<file path="src/rtl/i2c_phase_gen.sv">
// Programmable I2C phase tick generator: PHASES ticks per SCL period, run-time
// divisor with period-aligned updates, stretch freeze and synchronous clear.
module i2c_phase_gen #(
  parameter int SYS_CLK_FREQ = 50_000_000,
  parameter int I2C_FREQ     = 100_000,
  parameter int PHASES       = 4,
  parameter int DIV_W        = 16,
  parameter int DEF_DIV      = SYS_CLK_FREQ / (I2C_FREQ * PHASES)
) (
  input  logic                      clk,
  input  logic                      rst_n,
  input  logic                      en,
  input  logic                      sync_clr,
  input  logic                      stretch,
  input  logic                      div_load,
  input  logic [DIV_W-1:0]          div_value,
  output logic                      tick,
  output logic [$clog2(PHASES)-1:0] phase,
  output logic                      period_done,
  output logic [DIV_W-1:0]          div_active
);

  localparam int               PW      = $clog2(PHASES);
  localparam logic [PW-1:0]    PH_LAST = PW'(PHASES - 1);
  localparam logic [DIV_W-1:0] DIV_RST = DIV_W'(DEF_DIV);

  if (PHASES < 2) begin : g_bad_phases
    $error("i2c_phase_gen: PHASES must be >= 2");
  end
  if (DEF_DIV < 1 || longint'(DEF_DIV) >= (longint'(1) << DIV_W)) begin : g_bad_div
    $error("i2c_phase_gen: DEF_DIV out of range for DIV_W");
  end

  logic [DIV_W-1:0] cnt, cnt_nxt;
  logic [DIV_W-1:0] div_pend, div_pend_nxt, div_act_nxt, div_req;
  logic             pend_vld, pend_vld_nxt;
  logic [PW-1:0]    phase_nxt;
  logic             tick_nxt, pd_nxt;
  logic             clear, wrap, xfer;

  // A requested divisor of 0 would stall the counter, so it is promoted to 1.
  assign div_req = (div_value == '0) ? DIV_W'(1) : div_value;
  assign clear   = ~en | sync_clr;
  assign wrap    = cnt >= (div_active - DIV_W'(1));

  always_comb begin
    cnt_nxt   = cnt;
    phase_nxt = phase;
    tick_nxt  = 1'b0;
    pd_nxt    = 1'b0;
    xfer      = 1'b0;
    if (clear) begin
      cnt_nxt   = '0;
      phase_nxt = '0;
      xfer      = 1'b1;
    end else if (!stretch) begin
      if (wrap) begin
        cnt_nxt   = '0;
        phase_nxt = (phase == PH_LAST) ? '0 : phase + PW'(1);
        tick_nxt  = 1'b1;
        pd_nxt    = (phase == PH_LAST);
        xfer      = (phase == PH_LAST);
      end else begin
        cnt_nxt = cnt + DIV_W'(1);
      end
    end
  end

  // Divisor only changes at a period boundary or while cleared, never mid-period.
  always_comb begin
    div_act_nxt  = div_active;
    div_pend_nxt = div_pend;
    pend_vld_nxt = pend_vld;
    if (xfer) begin
      if (div_load) begin
        div_act_nxt  = div_req;
        pend_vld_nxt = 1'b0;
      end else if (pend_vld) begin
        div_act_nxt  = div_pend;
        pend_vld_nxt = 1'b0;
      end
    end else if (div_load) begin
      div_pend_nxt = div_req;
      pend_vld_nxt = 1'b1;
    end
  end

  always_ff @(posedge clk or negedge rst_n) begin
    if (!rst_n) begin
      cnt         <= '0;
      phase       <= '0;
      tick        <= 1'b0;
      period_done <= 1'b0;
      div_active  <= DIV_RST;
      div_pend    <= DIV_RST;
      pend_vld    <= 1'b0;
    end else begin
      cnt         <= cnt_nxt;
      phase       <= phase_nxt;
      tick        <= tick_nxt;
      period_done <= pd_nxt;
      div_active  <= div_act_nxt;
      div_pend    <= div_pend_nxt;
      pend_vld    <= pend_vld_nxt;
    end
  end

endmodule

</file>
<file path="config.mk">
export PLATFORM = sky130hd
export DESIGN_NAME = i2c_phase_gen
export DESIGN_NICKNAME = d
export VERILOG_FILES = /design/src/rtl/i2c_phase_gen.sv
export SDC_FILE = /design/constraint.sdc
export NUM_CORES = 1
export LEC_CHECK = 0
export CAP_MARGIN = 40
export CORE_ASPECT_RATIO = 1.5
export CORE_MARGIN = 2
export CORE_UTILIZATION = 55
export CTS_CLUSTER_SIZE = 20
export DETAILED_ROUTE_END_ITERATION = 8
export GPL_TIMING_DRIVEN = 0
export HOLD_SLACK_MARGIN = 0.02
export PLACE_DENSITY = 0.8
export SYNTH_ARGS = -nofsm -noshare
export SYNTH_HDL_FRONTEND = slang
export SYNTH_SLANG_ARGS = --single-unit
</file>
<file path="constraint.sdc">
create_clock -name clk -period 5.25 [get_ports clk]
set_clock_uncertainty 0.05 [all_clocks]
set_input_delay 0.7875 -clock clk [delete_from_list [all_inputs] [get_ports clk]]
set_output_delay 0.7875 -clock clk [all_outputs]
set_load 0.1 [all_outputs]
</file>
==> results of run 1 <==
==> layout by cell type (no fill, tap or decap), drive strengths merged, types with 12 or more instances in the layout <==
cell / count
ha: 19
nand2: 36
xnor2: 17
o211ai: 31
mux2: 16
dfrtp: 41
clkdlybuf4s50: 39
clkbuf: 17
buf: 27
o2111ai: 15
dfstp: 12
inv: 21
nor2: 29
==> report_power, final <==
part / total, mW / internal (mW) / switching [mW] / leakage [nW]
clock: 0.235 / 0.0954 / 0.139 / 0.0489
combinational: 0.419 / 0.163 / 0.256 / 0.955
sequential: 0.503 / 0.462 / 0.0412 / 0.658
==> worst max-delay path, delay by kind of cell, from the launching register on <==
| family | cells | cell delay (ns) |
|---|---|---|
| muxes | 1 | 0.33 |
| adders and majority gates | 1 | 0.26 |
| DFF | 1 | 0.40 |
| buffers and inverters | 1 | 0.21 |
| AOI/OAI and AO/OA | 1 | 0.23 |
| and+or+nand+nor | 8 | 3.09 |
| xor gates and xnor gates | 1 | 0.18 |
==> final timing paths <==
check,to,slack (ns),cells after the start
max reg2reg,div_pend[13],0.37,13
min in group clk,div_pend[8],0.45,1
max in group asynchronous,div_active[6],4.14,2
max,div_pend[13],0.37,13
min,phase[1],0.40,1
min reg2reg,div_pend[8],0.45,1
==> stage by stage <==
step,hold slack [ns],setup slack (ns),instance area [sq um]
after floorplan,0.4084,0.9738,3189
after global routing,0.4281,0.2041,4090
after CTS,0.4109,0.1899,4084
final,0.3968,0.3719,4090
after global placement,0.4183,0.5893,3680
after detailed placement,0.4278,0.2514,3995
==> metal layers <==
metal | up-vias | GRT usage (%) | routed length, um
met1 | 1307 | 29.26 | 2884
met4 | 0 | 11.62 | 295
met2 | 59 | 45.85 | 4125
met3 | 24 | 3.129 | 207
li1 | 1332 | - | -
met5 | - | 0 | 0
==> logic make-up (layout without fill, tap and decap cells) <==
family,after synthesis,after routing,share of synthesized area [%]
compound gates,67,67,16.08
xor+xnor,27,27,7.414
mux,17,17,5.963
simple gates,110,110,16.48
fa+ha+maj,19,19,7.454
buf+inv,36,105,4.551
flops,53,53,42.06
==> area by class of cell <==
class	instances	area [sq um]	share of cell area [%]
clock inverters	3	20.02	0.4894
inverters	19	71.32	1.744
repair buffers	61	715.7	17.50
multi-input cells	240	1709	41.79
plain buffers	17	73.82	1.805
clock buffers	5	68.82	1.682
well taps	72	90.09	2.203
flip-flops and latches	53	1341	32.79
==> state kept, by name, summed over array words and instances (netlist names) <==
register     count
cnt             16
div_active      16
div_pend        16
pend_vld         1
period_done      1
phase            2
tick             1
==> timing repair <==
action	4_1_cts	5_1_grt
gates resized for setup	0	1
hold buffers	0	0
endpoints found under the hold margin	0	0
endpoints found under the setup margin	0	10
==> impl_metrics.toml, run 1 <==
[place]
buffer_ports.inserted = 40
dp.cells = 462
place.gp.congestion = 0.8826
dp_hpwl_um = 6100

[sta]
finalMaxSlewViolations = 0
max_slew_margin_pct = 52.50
timing.setup.tns_ns = 0
period_share_pct = 92.92
fmax_mhz = 205.0
grt_setup_unrepaired = "no"
finalCriticalPeriod_ns = 4.878
finalHoldViolations = 0
setup_viol = 0
worst_pin_slew_ns = 0.7059

[logic_synthesis]
yosys.area.top_type = "dfrtp_1"
synth-edff-count = 0
synth_most_common_cell = "dfrtp_1"
synth_common_cells = "dfrtp_1, nand2_1, o211ai_1, nor2_1"
async_flop_share_pct = 100.0
synth_nets = 370
ys_types = 39
synth.top_cells.by_area = "dfrtp_1, dfstp_2, ha_1"
synth.avg_cell_area_sq_um = 9.694
yosysWarnings = 0
netlist_area_sq_mm = 0.003189
synthCells = 329
seq_area_frac_synth_pct = 42.06
synth_top_cell_area_share_pct = 32.17
ys_ff_latch = 53
synth_ff_type = "dfrtp_1"

[floorplanning]
dieArea_sq_mm = 0.006437
die-height_um = 97.27
core_area_sq_mm = 0.005700
ios = 42
num_rows = 34
die_w_um = 66.18
start_util_pct = 55.95

[drt]
drc = 0
via_per_inst = 5.791
routedWlPerCell_um = 15.99
routed_wl_um = 7513
first_pass_iters = 4
ant_nets = 0
via_count = 2722
dr.first_iter.drc_count = 157

[grt]
globalRouteOverflowTotal = 0
grt_max_degree = 32
antenna_found_initial = 0
grt_use_total_pct = 25.58
grt_pass1_wl_um = 12920
grt_pass1_vias = 2835

[power]
power.leakage_nw = 1.662
power_mw = 1.158
power_density_mw_per_mm2 = 283.0
peakVddDrop_uv = 174.8

[worst_setup_path]
path_max_fanout = 10
crit_arrival_ns = 5.03
max_stage_delay_ns = 0.64
reg2reg_from = "div_active[5]"
cp_slowest_cell = "nor4_1"
path_cells = "nor4_1, nand2_1, or4_1, nor4_1, xnor2_1, ha_1, nand4_1, nor3_1, nor4_2, a21oi_2, nor3b_4, buf_6, mux2_1"
end_kind = "flop"
critPathRequiredTime_ns = 5.40
crit_start = "div_active[5]"
critical_path_class = "flop to flop"
cp-start-kind = "flop"
crit_path_frequent_cell = "nor4_1"

[clock_network]
root_buffer = "clkbuf_8"
cts_setup_buffers = 0
h-tree-depth = 2
cts_buffer_depth = 2
clkSlewWorstSetupHoldPaths_ns = 0.10
clkSinkCount = 53
numCtsBuffers = 5
insertion_delay_ns = 0.31
cts_tree = "yes"

[finish]
fill_cells = 426
insertedDiodeCount = 0
final_util_pct = 71.75
layout-drive-gt1-share_pct = 13.82
fin_nets = 438
syn2layout_area_growth_pct = 28.25
fin_cells = 470

[job]
drv_cap = 0

[run_status]
status = "completed"

[min_path]
hp-class = "primary input to asynchronous set/reset pin"
(Power assumes the default switching activity.)
==> run 2: changes to the inputs <==
--- a/config.mk
+++ b/config.mk
@@ -8,12 +8,12 @@
 export CAP_MARGIN = 40
 export CORE_ASPECT_RATIO = 1.5
 export CORE_MARGIN = 2
-export CORE_UTILIZATION = 55
+export CORE_UTILIZATION = 54
 export CTS_CLUSTER_SIZE = 20
 export DETAILED_ROUTE_END_ITERATION = 8
 export GPL_TIMING_DRIVEN = 0
 export HOLD_SLACK_MARGIN = 0.02
-export PLACE_DENSITY = 0.8
+export PLACE_DENSITY = 0.78
 export SYNTH_ARGS = -nofsm -noshare
 export SYNTH_HDL_FRONTEND = slang
 export SYNTH_SLANG_ARGS = --single-unit
==> impl_metrics.toml, run 2 (same netlist as run 1, synthesis figures left out) <==
[sta]
timing.setup.tns_ns = 0
finalHoldViolations = 0
max_slew_margin_pct = 56.53
fmax_mhz = 212.7
finalMaxSlewViolations = 0
period_share_pct = 89.56
setup_viol = 0
fin_ws_ns = 0.5483
grt_setup_unrepaired = "no"
whs_ns = 0.3597
worst_pin_slew_ns = 0.6460
finalCriticalPeriod_ns = 4.702

[clock_network]
clkSlewWorstSetupHoldPaths_ns = 0.09
h-tree-depth = 2
insertion_delay_ns = 0.30
numCtsBuffers = 5
cts_tree = "yes"
cts_setup_buffers = 0
root_buffer = "clkbuf_8"
cts_buffer_depth = 2
clkSinkCount = 53

[finish]
fin_nets = 438
layout-drive-gt1-share_pct = 13.57
reg_top3 = "cnt: 16 flops, div_active: 16 flops, div_pend: 16 flops"
insertedDiodeCount = 0
final_area_sq_mm = 0.004108
syn2layout_area_growth_pct = 28.80
layout_commonest_cell = "dfrtp_1"
final_util_pct = 71.53
fill_cells = 425
final_cell_mix = "dfrtp_1, clkdlybuf4s50_1, nand2_1"
register_area_sq_mm = 0.001341
fin_cells = 470
multi_input_area_sq_mm = 0.001709

[run_status]
status = "completed"

[min_path]
hp-class = "primary input to asynchronous set/reset pin"

[worst_setup_path]
reg2reg_from = "div_active[5]"
crit_path_frequent_cell = "nor4_1"
r2r.worst_path.cells = 13
cp_slowest_cell = "nor4_1"
critPathRequiredTime_ns = 5.37
crit_family = "simple AND/OR/NAND/NOR gates"
r2r_setup_slack_ns = 0.55
crit_arrival_ns = 4.82
max_stage_delay_ns = 0.55
timing.rr.end = "cnt[11]"
path_max_fanout = 10
cp-start-kind = "flop"
crit_buf_inv = 1
end_kind = "flop"
critical_path_class = "flop to flop"
path_cells = "nor4_1, nand2_1, or4_1, nor4_1, xnor2_1, ha_1, nand4_1, a211oi_1, a32oi_2, a21oi_1, nand2b_1, clkbuf_1, nor2_1"

[floorplanning]
dieArea_sq_mm = 0.006550
die_w_um = 66.75
num_rows = 34
die-height_um = 98.12
ios = 42
core_area_sq_mm = 0.005743
start_util_pct = 55.53

[drt]
routedWlPerCell_um = 16.21
via_per_inst = 5.866
ant_nets = 0
via_count = 2757
routed_wl_um = 7617
first_pass_iters = 4
dr.first_iter.drc_count = 223
drc = 0

[place]
place_area_sq_mm = 0.003995
buffer_ports.inserted = 40
place.gp.congestion = 0.9081
dp.cells = 462
dpl_worst_slack_ns = 0.3615
dp_hpwl_um = 6074

[grt]
globalRouteOverflowTotal = 0
grt_use_total_pct = 25.55
grt_pass1_wl_um = 12970
grt_max_degree = 36
antenna_found_initial = 0
grt_pass1_vias = 2795

[power]
power_density_mw_per_mm2 = 287.7
power_mw = 1.182
peakVddDrop_uv = 211.2
power.leakage_nw = 1.667

[job]
drv_cap = 0
==> run 2: worst max path at each step <==
| stage | to | slack (ns) | start | cells past startpoint |
|---|---|---|---|---|
| 3_3_place_gp | div_pend[11] | 0.58 | div_active[5] | 13 |
| 5_1_grt | cnt[11] | 0.16 | div_active[5] | 13 |
| 6_report | cnt[11] | 0.55 | div_active[5] | 13 |
| 2_1_floorplan | div_pend[10] | 0.97 | div_active[1] | 14 |
| 3_5_place_dp | div_pend[12] | 0.36 | div_active[5] | 13 |
| 4_1_cts | div_pend[12] | 0.35 | div_active[5] | 13 |
==> run 2: per-layer routing <==
layer	GRT usage [%]	up-vias	part of all wire [%]
met5	0	-	0
met4	10.83	0	2.9
met3	2.304	18	2.8
met2	46.31	66	56
met1	29.83	1340	38
li1	-	1333	-
==> run 2: cell type report <==
class | instances | share of cell area (%)
timing repair buffer | 61 | 17.42
tap | 72 | 2.193
sequential | 53 | 32.65
multi-input combinational | 240 | 41.61
clock buffer | 7 | 2.376
inverter | 19 | 1.736
buffer | 17 | 1.797
clock inverter | 1 | 0.2132
==> run 2: where the power goes <==
group | switching [mW] | internal [mW] | total, mW
clock | 0.134 | 0.125 | 0.259
combinational | 0.256 | 0.163 | 0.419
sequential | 0.0414 | 0.462 | 0.504
total | 0.431 | 0.751 | 1.18
==> run 2: repair_timing <==
item / CTS / global route
hold buffers: 0 / 0
endpoints found under the setup margin: 0 / 9
gates resized for setup: 0 / 1
==> run 2: worst reg2reg max path, stage by stage, from the launching register on <==
cell      delay [ns]
dfstp_2         0.40
nor4_1          0.55
nand2_1         0.24
or4_1           0.55
nor4_1          0.37
xnor2_1         0.13
ha_1            0.31
nand4_1         0.20
a211oi_1        0.31
a32oi_2         0.21
a21oi_1         0.46
nand2b_1        0.28
clkbuf_1        0.41
nor2_1          0.11
==> run 3: changes to the inputs <==
--- a/config.mk
+++ b/config.mk
@@ -14,6 +14,7 @@
 export GPL_TIMING_DRIVEN = 0
 export HOLD_SLACK_MARGIN = 0.02
 export PLACE_DENSITY = 0.78
+export SLEW_MARGIN = 10
 export SYNTH_ARGS = -nofsm -noshare
 export SYNTH_HDL_FRONTEND = slang
 export SYNTH_SLANG_ARGS = --single-unit
==> results of run 3 <==
Final layout, timing and power as in run 2 (identical DEF).
